$ cat config.mk
export PLATFORM = sky130hd
export DESIGN_NAME = register_dump
export DESIGN_NICKNAME = d
export VERILOG_FILES = /design/src/rtl/register_dump.sv
export SDC_FILE = /design/constraint.sdc
export NUM_CORES = 1
export LEC_CHECK = 0
export ABC_CLOCK_PERIOD_IN_PS = 2600
export CAP_MARGIN = 30
export CELL_PAD_IN_SITES_DETAIL_PLACEMENT = 0
export CELL_PAD_IN_SITES_GLOBAL_PLACEMENT = 1
export CORE_MARGIN = 2
export CORE_UTILIZATION = 31
export DETAILED_ROUTE_END_ITERATION = 8
export PLACE_DENSITY = 0.82
export SKIP_LAST_GASP = 1
export SLEW_MARGIN = 20
export SYNTH_ARGS = -nofsm -noshare
export SYNTH_HDL_FRONTEND = slang
export SYNTH_SLANG_ARGS = --single-unit
$ cat constraint.sdc
create_clock -name clock -period 2.6 [get_ports clock]
set_input_delay 0.52 -clock clock [delete_from_list [all_inputs] [get_ports clock]]
set_output_delay 0.52 -clock clock [all_outputs]
set_load 0.03 [all_outputs]
$ cat src/rtl/register_dump.sv
// Walks a register-file read port from FIRST_REG to LAST_REG and streams each
// captured word out over a valid/ready handshake, one word per FETCH/SEND pair.
module register_dump #(
    parameter int FIRST_REG = 0,
    parameter int LAST_REG  = 31
) (
    input  logic        clock,
    input  logic        reset,
    input  logic        start,
    output logic [4:0]  read_register,
    input  logic [31:0] read_data,
    output logic        dump_valid,
    input  logic        dump_ready,
    output logic [4:0]  dump_index,
    output logic [31:0] dump_data,
    output logic        dump_last,
    output logic        busy,
    output logic        done
);

    localparam logic [4:0] FIRST_IDX = 5'(FIRST_REG);
    localparam logic [4:0] LAST_IDX  = 5'(LAST_REG);

    typedef enum logic [1:0] {
        IDLE,
        FETCH,
        SEND
    } state_t;

    state_t     state;
    logic [4:0] idx;

    // read_register only moves when a new FETCH is entered, so it always
    // equals idx during FETCH and otherwise holds the last address issued.
    always_ff @(posedge clock) begin
        if (reset) begin
            state         <= IDLE;
            idx           <= FIRST_IDX;
            read_register <= FIRST_IDX;
            dump_valid    <= 1'b0;
            dump_index    <= 5'd0;
            dump_data     <= 32'd0;
            dump_last     <= 1'b0;
            busy          <= 1'b0;
            done          <= 1'b0;
        end else begin
            done <= 1'b0;
            unique case (state)
                IDLE: begin
                    if (start) begin
                        idx           <= FIRST_IDX;
                        read_register <= FIRST_IDX;
                        busy          <= 1'b1;
                        state         <= FETCH;
                    end
                end
                FETCH: begin
                    dump_data  <= read_data;
                    dump_index <= idx;
                    dump_last  <= (idx == LAST_IDX);
                    dump_valid <= 1'b1;
                    state      <= SEND;
                end
                SEND: begin
                    // The presented word is frozen until the consumer takes it.
                    if (dump_ready) begin
                        dump_valid <= 1'b0;
                        dump_last  <= 1'b0;
                        if (idx == LAST_IDX) begin
                            busy  <= 1'b0;
                            done  <= 1'b1;
                            state <= IDLE;
                        end else begin
                            idx           <= idx + 5'd1;
                            read_register <= idx + 5'd1;
                            state         <= FETCH;
                        end
                    end
                end
                default: begin
                    state <= IDLE;
                end
            endcase
        end
    end

endmodule
==> flow_summary.json, run 1 <==
{
  "skew_ps": 5.54,
  "nNetsFinal": 334,
  "yosys_warnings": 0,
  "via_count": 1699,
  "critPathRequiredTime_ps": 2080,
  "synth_cells": 218,
  "ant_nets": 0,
  "first_pass_iters": 4,
  "synth-edff-count": 0,
  "cpLargestDelayFamily": "buffers and inverters",
  "power_mw": 1.53,
  "whs_ps": 455,
  "clk_pin_slew_ps": 90,
  "arrival_ps": 1480,
  "rsz0062_at_grt": "false",
  "grt_max_degree": 38,
  "synth_area_sq_um": 1810,
  "relSlewSlack_pct": 55.4,
  "die_h_um": 80.5,
  "final_util_pct": 49.3,
  "critPathMaxFanout": 7,
  "rows": 27,
  "clock_latency_ps": 290,
  "drt_wl_total_um": 4480,
  "fmax_ghz": 0.499,
  "n_fill_cell": 558,
  "via_per_inst": 4.62,
  "cts_setup_buffers": 0,
  "grtUsageTotal_pct": 14.0,
  "drc_errors": 0,
  "setup_viol": 0,
  "cts_tree": "yes",
  "dpl.hpwl_um": 3040,
  "path_cells": "clkdlybuf4s50_1",
  "grt_pass1_wl_um": 7000,
  "synthAdderAreaFrac_pct": 2.07,
  "cts_buffers": 5,
  "hold_class": "flip-flop to flip-flop",
  "slew_viol_final": 0,
  "wire_per_inst_um": 12.2,
  "area_delta_synth_final_pct": 51.6,
  "crit_path_end_kind": "output port",
  "die_w_um": 80.5,
  "reg2reg_from": "idx[0]",
  "yosysUniqueCellTypes": 27,
  "slowest_stage": "clkdlybuf4s50_1",
  "cts.htree.levels": 2,
  "drv_cap": 0,
  "hp-start": "dump_data[1]",
  "crit_start": "idx[0]",
  "r2r_slack_ps": 710,
  "worst_pin_slew_ps": 668,
  "cts.sinks": 48,
  "leakage_nw": 0.966,
  "ir_drop_v": 0.000347,
  "dieArea_sq_um": 6480,
  "grt_pass1_vias": 1516,
  "drive_gt1_share_pct": 6.08,
  "ys_async_sr_fraction_pct": 0,
  "ys.flop_type": "dfxtp_1",
  "powerDensity_nw_per_um2": 556,
  "gp_congestion": 0.770,
  "syn_avg_cell_area_sq_um": 8.32,
  "placed_area_sq_um": 2660,
  "synth_seq_cells": 48,
  "status": "finished clean",
  "insertedDiodeCount": 0,
  "cts_max_path_buffers": 2,
  "synth-simple-area-share_pct": 23.9,
  "start_util_pct": 32.5,
  "finalHoldViolations": 0,
  "cts_resized": 0,
  "synthMuxAreaShare_pct": 0,
  "setup_tns_ps": 0,
  "dr.first_iter.drc_count": 67,
  "fin_area_sq_um": 2750,
  "cts-root-buf": "clkbuf_8",
  "cp-start-kind": "flip-flop",
  "synth-seq-area-share_pct": 53.0,
  "antenna_found_initial": 0,
  "synth_compound_area_share_pct": 15.9,
  "path_buf_inv": 1,
  "period_needed_ps": 2000,
  "ios": 82,
  "fin_crit_sh_pct": 77.1,
  "grt_overflow_total": 0,
  "worstSetupPathType": "flip-flop to output port",
  "synth_nets": 257,
  "synth_top_family_by_area": "simple AND/OR/NAND/NOR gates",
  "synth_xor_area_share_pct": 0,
  "max_stage_delay_ps": 740,
  "portBuffers": 81,
  "cts-hold-fix-buffers": 0,
  "core_region_area_sq_um": 5570
}
==> state kept, by name (all words and copies together) (netlist names) <==
register,flops
busy,1
done,1
dump_last,1
dump_valid,1
idx,5
dump_data,32
dump_index,5
state,2
==> path summary, 6_finish.rpt <==
path / end / depth (start not counted)
max: read_register[0] / 1
min: dump_data[1] / 2
max reg2reg: idx[3] / 6
min reg2reg: dump_data[1] / 2
==> Yosys cell counts, drive strengths merged (2+ instances only) <==
master	number	area [sq um]
buf	9	62.6
a211oi	2	15.0
nor2	3	11.3
ha	3	37.5
nor2b	2	12.5
nand2	78	293
dfxtp	48	961
a311oi	2	23.8
clkbuf	6	22.5
a21oi	44	220
inv	2	7.51
nand3	5	25.0
nand2b	5	33.8
==> where the power goes <==
part | switching, mW | internal [mW] | total [mW]
clock network | 0.241 | 0.213 | 0.453
registers | 0.0226 | 0.769 | 0.792
logic | 0.153 | 0.131 | 0.284
==> metrics by stage <==
| step | instances | setup slack (ps) |
|---|---|---|
| finish | 368 | 595 |
| global route | 368 | 533 |
| CTS | 368 | 588 |
| detailed placement | 360 | 747 |
| global placement | 360 | 774 |
| floorplan | 218 | 716 |
==> cell families (layout without fill, tap and decap cells) <==
kind of cell    after synthesis  after routing
fa+ha+maj                     3              3
flops                        48             48
buf+inv                      17             95
compound gates               51             51
simple gates                 99             99
==> layout make-up <==
type / count / area, sq um / area share, %
Timing Repair Buffer: 85 / 836 / 30.4
Clock buffer: 6 / 82.6 / 3.00
Multi-Input combinational cell: 153 / 763 / 27.8
Sequential cell: 48 / 961 / 34.9
Inverter: 2 / 7.51 / 0.273
Tap cell: 72 / 90.1 / 3.28
Clock inverter: 2 / 10.0 / 0.364
==> metal layers <==
metal | track usage [%] | vias to the layer above | part of all wire, % | wire [um]
li1 | - | 871 | - | -
met1 | 18.3 | 763 | 46 | 2060
met2 | 21.5 | 58 | 46 | 2050
met3 | 4.16 | 7 | 7.1 | 317
met4 | 5.76 | 0 | 1.3 | 60
met5 | 0 | - | 0 | 0
==> placed cells by master (no fill, tap or decap) <==
cell type and count:
a2111oi_0 1, a211oi_1 2, a21oi_1 44, a311oi_1 1
a311oi_2 1, a41oi_2 1, and3_1 1, and4b_1 1
and4bb_4 1, buf_2 1, buf_4 4, clkbuf_8 6
clkdlybuf4s50_1 80, clkinv_2 2, dfxtp_1 48, ha_1 3
inv_1 2, nand2_1 78, nand2b_1 4, nand2b_2 1
nand3_1 5, nand4_1 1, nand4bb_1 1, nor2_1 3
nor2b_1 1, nor2b_2 1, o21ai_0 1, or3b_1 1
No activity file was read; power rests on OpenSTA's default activity.
==> inputs of run 2 (changes only) <==
- ABC_CLOCK_PERIOD_IN_PS: 2600 -> 1900
- CORE_UTILIZATION: 31 -> 29
- PLACE_DENSITY: 0.82 -> 0.77
- clock period: 2.6 -> 1.9 ns (I/O delays scaled with it)
==> run 2 against run 1 <==
Net effect: final cell count grew 1.1%; utilization is 2.8 points lower; clock power up 35%; critical path depth grew 1; flip-flop and latch count is the same; sequential power is 36% higher; wire length decreased by 0.69%; hold slack worse by 0.83 ps; first-iteration DRC count is 4.5% higher.
==> flow_summary.json, run 2 (synthesis results as in run 1) <==
{
  "clk_pin_slew_ps": 80,
  "cts.htree.levels": 2,
  "relSlewSlack_pct": 64.2,
  "clock_latency_ps": 290,
  "core_region_area_sq_um": 5990,
  "rows": 28,
  "via_count": 1697,
  "die_w_um": 83.1,
  "cts_buffers": 5,
  "holdPathStages": 2,
  "insertedDiodeCount": 0,
  "powerDensity_nw_per_um2": 750,
  "gp_congestion": 0.729,
  "whs_ps": 454,
  "worstSetupPathType": "flip-flop to output port",
  "grt_overflow_total": 0,
  "antenna_found_initial": 0,
  "largest_register": "dump_data",
  "cts_tree": "yes",
  "intPower_mw": 1.53,
  "status": "finished clean",
  "layout_common_cells": "clkdlybuf4s50_1, nand2_1, dfxtp_1",
  "arrival_ps": 1440,
  "largest_register_ffs": 32,
  "rsz0062_at_grt": "false",
  "nNetsFinal": 335,
  "cp-start-kind": "flip-flop",
  "finalHoldViolations": 0,
  "fin_crit_sh_pct": 96.0,
  "grt_pass1_wl_um": 7500,
  "leakage_nw": 0.995,
  "cts-hold-fix-buffers": 0,
  "period_needed_ps": 1820,
  "wire_per_inst_um": 12.0,
  "ios": 82,
  "p_comb_share_pct": 18.9,
  "cts_setup_buffers": 0,
  "drv_cap": 0,
  "reg2regPathDepth": 6,
  "grtUsageTotal_pct": 12.9,
  "drive_gt1_share_pct": 5.72,
  "power_frac_clock_pct": 29.2,
  "critPathRequiredTime_ps": 1520,
  "p_seq_share_pct": 51.8,
  "first_pass_iters": 4,
  "dpl.hpwl_um": 3020,
  "die_h_um": 83.1,
  "cts-root-buf": "clkbuf_8",
  "dr.first_iter.drc_count": 70,
  "hold_class": "flip-flop to flip-flop",
  "drc_errors": 0,
  "setup_viol": 0,
  "crit_path_end_kind": "output port",
  "setup_tns_ps": 0,
  "switching_share_pct": 26.6,
  "cts.sinks": 48,
  "start_util_pct": 30.3,
  "portBuffers": 81,
  "grt_max_degree": 38,
  "skew_ps": 5.23,
  "critPathMaxFanout": 6,
  "largestRegisters": "dump_data: 32 flops, dump_index: 5 flops, idx: 5 flops",
  "final_util_pct": 46.5,
  "dieArea_sq_um": 6900,
  "ir_drop_v": 0.000357,
  "layout_commonest_cell": "clkdlybuf4s50_1",
  "drt_wl_total_um": 4450,
  "cts_max_path_buffers": 2,
  "switchingPower_mw": 0.555,
  "ant_nets": 0,
  "slew_viol_final": 0,
  "worst_pin_slew_ps": 536,
  "fmax_ghz": 0.548,
  "n_fill_cell": 604,
  "grt_pass1_vias": 1652,
  "area_delta_synth_final_pct": 53.6,
  "via_per_inst": 4.56
}
[run 2: metal layers]
layer | global-route usage, % | vias to the layer above | share of wire [%]
li1 | - | 872 | -
met1 | 15.7 | 766 | 47
met2 | 21.7 | 55 | 46
met3 | 4.37 | 4 | 6.4
met4 | 3.58 | 0 | 0.85
met5 | 0 | - | 0
[run 2: worst paths after layout]
check	slack, ps	end	start
setup / recovery	80	read_register[0]	idx[0]
hold / removal	450	dump_data[9]	dump_data[9]
setup reg to reg	140	idx[3]	idx[0]
hold reg to reg	450	dump_data[9]	dump_data[9]
[run 2: timing repair]
item,4_1_cts,5_1_grt
resized for setup,0,1
setup endpoints to repair,0,1
endpoints found under the hold margin,0,0
[run 2: cell type report]
type	instances	area, sq um	area share [%]
inverters	2	7.51	0.269
well taps	75	93.8	3.37
flip-flops and latches	48	961	34.5
multi-input cells	153	763	27.4
clock buffers	8	90.1	3.23
repair buffers	86	871	31.3
[run 2: through the flow]
step                cell area (sq um)  setup WS (ps)  total power [mW]  std cells
global route                     2790           19.1              2.20        372
finish                           2790           76.1              2.09        372
CTS                              2780           36.7              2.13        372
global placement                 2690            200              1.50        364
detailed placement               2690            149              1.51        364
floorplan                        1810           15.9              1.32        218
[run 2: worst max-delay path: stages (launching register included)]
cell	delay [ps]
dfxtp_1	340
buf_4	150
clkdlybuf4s50_1	670
[run 2: power groups by stage]
stage / registers (mW) / clock network (mW) / logic [mW]
global route: 1.09 / 0.682 / 0.428
floorplan: 1.19 / 0 / 0.132
global placement: 1.11 / 0 / 0.398
detailed placement: 1.11 / 0 / 0.399
finish: 1.08 / 0.611 / 0.396
CTS: 1.08 / 0.647 / 0.401
==> inputs of run 3 (changes only) <==
- TNS_END_PERCENT: default -> 50
==> results of run 3 <==
The final DEF is identical to that of run 2; final timing and power are the same.
